[config.mk]
export PLATFORM = sky130hd
export DESIGN_NAME = multibit_sequential_multiplicator
export DESIGN_NICKNAME = d
export VERILOG_FILES = /design/src/rtl/multibit_sequential_multiplicator.sv
export SDC_FILE = /design/constraint.sdc
export NUM_CORES = 1
export LEC_CHECK = 0
export CORE_ASPECT_RATIO = 2
export CORE_MARGIN = 5
export CORE_UTILIZATION = 30
export DETAILED_ROUTE_END_ITERATION = 12
export PLACE_DENSITY = 0.49
export SETUP_SLACK_MARGIN = 0.15
export SYNTH_ARGS = -nofsm -noshare
export SYNTH_HDL_FRONTEND = slang
export SYNTH_SLANG_ARGS = --single-unit
[constraint.sdc]
create_clock -name clock -period 3.3 [get_ports clock]
set_input_delay 0.495 -clock clock [delete_from_list [all_inputs] [get_ports clock]]
set_output_delay 0.495 -clock clock [all_outputs]
set_load 0.05 [all_outputs]
[src/rtl/multibit_sequential_multiplicator.sv]
// Multi-bit-per-cycle sequential multiplier.
// Each CALC cycle retires BITS_PER_CYCLE multiplier bits, LSB first, so one
// product takes WIDTH/BITS_PER_CYCLE clocks.
// Optional feature macro: SIGNED_MODE_EN adds the signed_in port and
// two's-complement operation selected per operation.
module multibit_sequential_multiplicator #(
  parameter int WIDTH          = 8,
  parameter int BITS_PER_CYCLE = 2
) (
  input  logic                 clock,
  input  logic                 reset_in,
  input  logic                 start_in,
  input  logic [WIDTH-1:0]     multiplicand_in,
  input  logic [WIDTH-1:0]     multiplier_in,
`ifdef SIGNED_MODE_EN
  input  logic                 signed_in,
`endif
  output logic [2*WIDTH-1:0]   product_out,
  output logic                 overflow_out,
  output logic                 done_out,
  output logic                 busy_out
);

  localparam int STEPS = WIDTH / BITS_PER_CYCLE;
  localparam int CNT_W = (STEPS > 1) ? $clog2(STEPS) : 1;
  localparam int PW    = 2 * WIDTH;

  typedef enum logic [1:0] {IDLE, CALC, DONE} state_t;

  state_t           state_q, state_d;
  logic [PW-1:0]    mcand_q, mcand_d;
  logic [PW-1:0]    acc_q, acc_d;
  logic [PW-1:0]    product_q, product_d;
  logic [WIDTH-1:0] mplier_q, mplier_d;
  logic [CNT_W-1:0] cnt_q, cnt_d;
  logic             overflow_q, overflow_d;
`ifdef SIGNED_MODE_EN
  logic             signed_q, signed_d;
`endif

  logic [PW-1:0]    partial;
  logic [PW-1:0]    sum;
  logic [PW-1:0]    finalSum;

  // State and datapath registers; reset abandons any operation in flight.
  always_ff @(posedge clock) begin
    if (reset_in) begin
      state_q    <= IDLE;
      mcand_q    <= '0;
      acc_q      <= '0;
      product_q  <= '0;
      mplier_q   <= '0;
      cnt_q      <= '0;
      overflow_q <= 1'b0;
`ifdef SIGNED_MODE_EN
      signed_q   <= 1'b0;
`endif
    end else begin
      state_q    <= state_d;
      mcand_q    <= mcand_d;
      acc_q      <= acc_d;
      product_q  <= product_d;
      mplier_q   <= mplier_d;
      cnt_q      <= cnt_d;
      overflow_q <= overflow_d;
`ifdef SIGNED_MODE_EN
      signed_q   <= signed_d;
`endif
    end
  end

  // Next-state logic: the multiplicand shifts left and the multiplier shifts
  // right each step, so the low multiplier digit always lines up with the
  // current weight; in signed mode a negative multiplier is fixed up on the
  // last step by subtracting the multiplicand at weight 2^WIDTH.
  always_comb begin
    state_d    = state_q;
    mcand_d    = mcand_q;
    acc_d      = acc_q;
    product_d  = product_q;
    mplier_d   = mplier_q;
    cnt_d      = cnt_q;
    overflow_d = overflow_q;
`ifdef SIGNED_MODE_EN
    signed_d   = signed_q;
`endif
    partial    = mcand_q * {{(PW-BITS_PER_CYCLE){1'b0}}, mplier_q[BITS_PER_CYCLE-1:0]};
    sum        = acc_q + partial;
    finalSum   = sum;

    case (state_q)
      IDLE, DONE: begin
        state_d = IDLE;
        if (start_in) begin
          state_d  = CALC;
          mplier_d = multiplier_in;
          acc_d    = '0;
          cnt_d    = '0;
`ifdef SIGNED_MODE_EN
          signed_d = signed_in;
          mcand_d  = (signed_in && multiplicand_in[WIDTH-1]) ?
                     {{WIDTH{1'b1}}, multiplicand_in} :
                     {{WIDTH{1'b0}}, multiplicand_in};
`else
          mcand_d  = {{WIDTH{1'b0}}, multiplicand_in};
`endif
        end
      end
      CALC: begin
        acc_d    = sum;
        mcand_d  = mcand_q << BITS_PER_CYCLE;
        mplier_d = mplier_q >> BITS_PER_CYCLE;
        cnt_d    = cnt_q + 1'b1;
        if (cnt_q == CNT_W'(STEPS - 1)) begin
          state_d = DONE;
`ifdef SIGNED_MODE_EN
          if (signed_q && mplier_q[BITS_PER_CYCLE-1]) begin
            finalSum = sum - (mcand_q << BITS_PER_CYCLE);
          end
          if (signed_q) begin
            overflow_d = !((&finalSum[PW-1:WIDTH-1]) || !(|finalSum[PW-1:WIDTH-1]));
          end else begin
            overflow_d = |finalSum[PW-1:WIDTH];
          end
`else
          overflow_d = |finalSum[PW-1:WIDTH];
`endif
          product_d = finalSum;
        end
      end
      default: state_d = IDLE;
    endcase
  end

  // Status outputs follow the state directly; results come from the hold registers.
  always_comb begin
    busy_out     = (state_q == CALC);
    done_out     = (state_q == DONE);
    product_out  = product_q;
    overflow_out = overflow_q;
  end

endmodule

==> metrics, run 1 <==
combinational share of power 11.6%; GRT Util Overall 14.7%; crit path cell chain and2_4, fa_1, ha_4, fa_2, a21o_1, nand4_1, nand2_1, a31oi_1, xnor2_1, or4_1, o31a_1; fmax 318 MHz; Hold Path Origin product_out[11]; final wirelength 9.89 mm; RSZ-0062 raised after global routing yes; Fin. Hold Viols 0; Initial Util 30.4%; top_reg_cell synth dfxtp_1; share of cells above drive strength 1 18.2%; CTS tree done; Critical Path Sink overflow_out; clock tree buffer depth 2; Rel. slew slack 40.3%; Mapped Area 3530 µm²; critical path endpoint category flip-flop; synthesized instance count 428; max-slew violations 0; Final Critical Period 3.14 ns; switching power 498 µW; final non-filler cell area 4720 µm²; Post-DP Area 4160 µm²; Post-synth EDFFs 0; Initial DRC Count 149; crit-path max FO 7; hpwl dp 7.46 mm; CP max stage delay 0.50 ns; drt pass-1 iters 4; root buffer cell clkbuf_16; Final Cycle Share 95.3%; syn nets 478; Syn Area/Cell 8.25 µm²; hold buffer count at cts 0; I/O Pins 38; total gr overflow 0; TritonCTS Buffers 9; Vias 3141; antenna-violating nets left 0; die area 14200 µm²; Peak VDD IR 0.298 mV; PD cells 415 nW/µm²; TritonCTS sink count 61; CP bufs+invs 0; worst-case clock skew 0.00931 ns; vias in the first global route 3220; Die Height 163 µm; Distinct cells, synth 44; reg2reg end overflow_out; final worst slack 0.156 ns; P_leak 0.00192 µW; Power Internal 1460 µW; Net Sw Frac 25.4%; ys async rst share 0%; Site Rows 56; CP max stage cell fa_1; crit path launch mplier_q[0]; Setup crit start kind flip-flop; Min Hold Slack 0.450 ns; Core ar. 11600 µm²; synth warn 0; Clock power frac 48.4%; Critical Path RT 3.52 ns; setup violators final 0; Arr. time, crit path 3.36 ns; gpl congestion 0.874; synthesis-stage register bit count 61; drt drc 0; status completed; Final nets 529; Reg-to-Reg Start mplier_q[0]; Crit Path Category flip-flop to flip-flop; critical path depth in cells 11; Worst Hold Class flip-flop to flip-flop; worst-margin pin slew 0.895 ns; post-place setup slack -0.178 ns; fill cell count 1245; Seq/Total Area, Yosys 34.6%; wire per inst 15.7 µm; FF-to-FF path depth 11; pin count of the biggest net entering global routing 47; first-pass GRT wire length 15.8 mm; clk slew on worst S/H paths 0.06 ns; max-cap violation count 0; Clk Latency, worst-skew pair 0.33 ns; r2r setup slk 0.16 ns; DR vias/cell 4.99; # port buffers 37; initial antenna violation count 0; Die X 86.7 µm; # H-tree levels 3; antenna cells 0; CP delay by family, top adder cells; Layout area overhead 33.7%; Seq pwr share 40.0%
## logic make-up after synthesis
group	Yosys count	share of synthesized area, %
mux	13	3.68
simple gates	142	16.9
fa+ha+maj	31	14.2
flops	61	34.6
buf+inv	66	7.23
xor+xnor	13	3.22
compound gates	102	20.2
## metrics by stage
step                total power [µW]  cells  util [%]  TNS [ns]
floorplan                        938    428         -         0
global placement                1010    605      35.7    -0.277
detailed placement              1010    605      35.7    -0.298
CTS                             1980    623      39.4         0
global route                    2050    629      40.6         0
finish                          1960    629      40.6         0
## worst register-to-register path: stages, from the launching register on
cell,delay (ns)
dfxtp_4,0.36
and2_4,0.16
fa_1,0.50
ha_4,0.20
fa_2,0.39
a21o_1,0.18
nand4_1,0.11
nand2_1,0.09
a31oi_1,0.20
xnor2_1,0.12
or4_1,0.47
o31a_1,0.25
## layer usage
layer / wire length (µm) / track usage (%) / up-vias
li1: - / - / 1542
met1: 3250 / 12.6 / 1521
met2: 5910 / 29.7 / 56
met3: 270 / 2.98 / 22
met4: 453 / 8.51 / 0
met5: 0 / 0 / -
## placed cells by master (no fill, tap or decap), types with 13 or more instances in the layout
cell type | Yosys | layout
fa_1 | 15 | 14
dfxtp_1 | 61 | 59
inv_1 | 39 | 39
a211oi_1 | 17 | 13
a22oi_1 | 26 | 26
nand2_1 | 62 | 60
nor2_1 | 55 | 53
a21oi_1 | 26 | 23
mux2i_1 | 13 | 13
buf_4 | 0 | 26
clkdlybuf4s50_1 | 0 | 35
## flip-flops by register name, summed over array words and instances (netlist names)
signal,flops
acc_q,16
state_q,2
overflow_out,1
mcand_q,16
cnt_q,2
mplier_q,8
product_out,16
## final cells by class
| class | count | area (µm²) | area share [%] |
|---|---|---|---|
| Inverter | 40 | 150 | 3.18 |
| Sequential cell | 61 | 1230 | 26.0 |
| Tap cell | 145 | 181 | 3.84 |
| Timing Repair Buffer | 66 | 598 | 12.7 |
| Clock inverter | 6 | 61.3 | 1.30 |
| Multi-Input combinational cell | 301 | 2260 | 47.9 |
| Clock buffer | 10 | 239 | 5.06 |
## power groups by stage
stage,logic (µW),registers (µW),clock network (µW)
after global placement,211,799,0
after global routing,252,788,1010
after CTS,220,784,972
after detailed placement,213,799,0
final,227,784,948
after floorplan,146,792,0
## worst min-delay path by stage
stage,endpoint,slack [ns],depth (start not counted)
5_1_grt,product_out[11],0.47,2
3_3_place_gp,acc_q[13],0.45,2
4_1_cts,product_out[11],0.45,2
6_report,product_out[11],0.45,2
2_1_floorplan,acc_q[13],0.44,2
3_5_place_dp,product_out[11],0.45,2
## cells in the mapped netlist, types with 3 or more instances
| master | number | area share (%) |
|---|---|---|
| xor2_1 | 5 | 1.2 |
| xnor2_1 | 8 | 2.0 |
| inv_1 | 39 | 4.1 |
| nand4_1 | 3 | 0.53 |
| a211oi_1 | 17 | 3.6 |
| buf_1 | 5 | 0.53 |
| nor3_1 | 3 | 0.42 |
| o21ai_0 | 5 | 0.71 |
| mux2i_1 | 13 | 3.7 |
| ha_1 | 16 | 5.7 |
| o211ai_1 | 5 | 1.1 |
| and2_1 | 4 | 0.71 |
| and3_1 | 3 | 0.53 |
| clkbuf_1 | 20 | 2.1 |
| a22oi_1 | 26 | 5.5 |
| a21oi_1 | 26 | 3.7 |
| nand2_1 | 62 | 6.6 |
| a21o_1 | 5 | 1.1 |
| fa_1 | 15 | 8.5 |
| dfxtp_1 | 61 | 35 |
| nor2b_1 | 3 | 0.53 |
| nor2_1 | 55 | 5.8 |
## timing repair
action,CTS,global route
buffers inserted,2,5
pin swaps,9,17
endpoints found under the setup margin,5,4
gates resized for setup,22,20
cloned,0,1
(Power assumes the default switching activity.)
==> run 2: changes to the inputs <==
--- a/config.mk
+++ b/config.mk
@@ -5,10 +5,12 @@
 export SDC_FILE = /design/constraint.sdc
 export NUM_CORES = 1
 export LEC_CHECK = 0
+export CAP_MARGIN = 20
 export CORE_ASPECT_RATIO = 2
 export CORE_MARGIN = 5
 export CORE_UTILIZATION = 30
 export DETAILED_ROUTE_END_ITERATION = 12
+export GPL_ROUTABILITY_DRIVEN = 1
 export PLACE_DENSITY = 0.49
 export SETUP_SLACK_MARGIN = 0.15
 export SYNTH_ARGS = -nofsm -noshare
==> results of run 2 <==
Same layout as run 1: the final DEF is identical, and so are final timing and power.
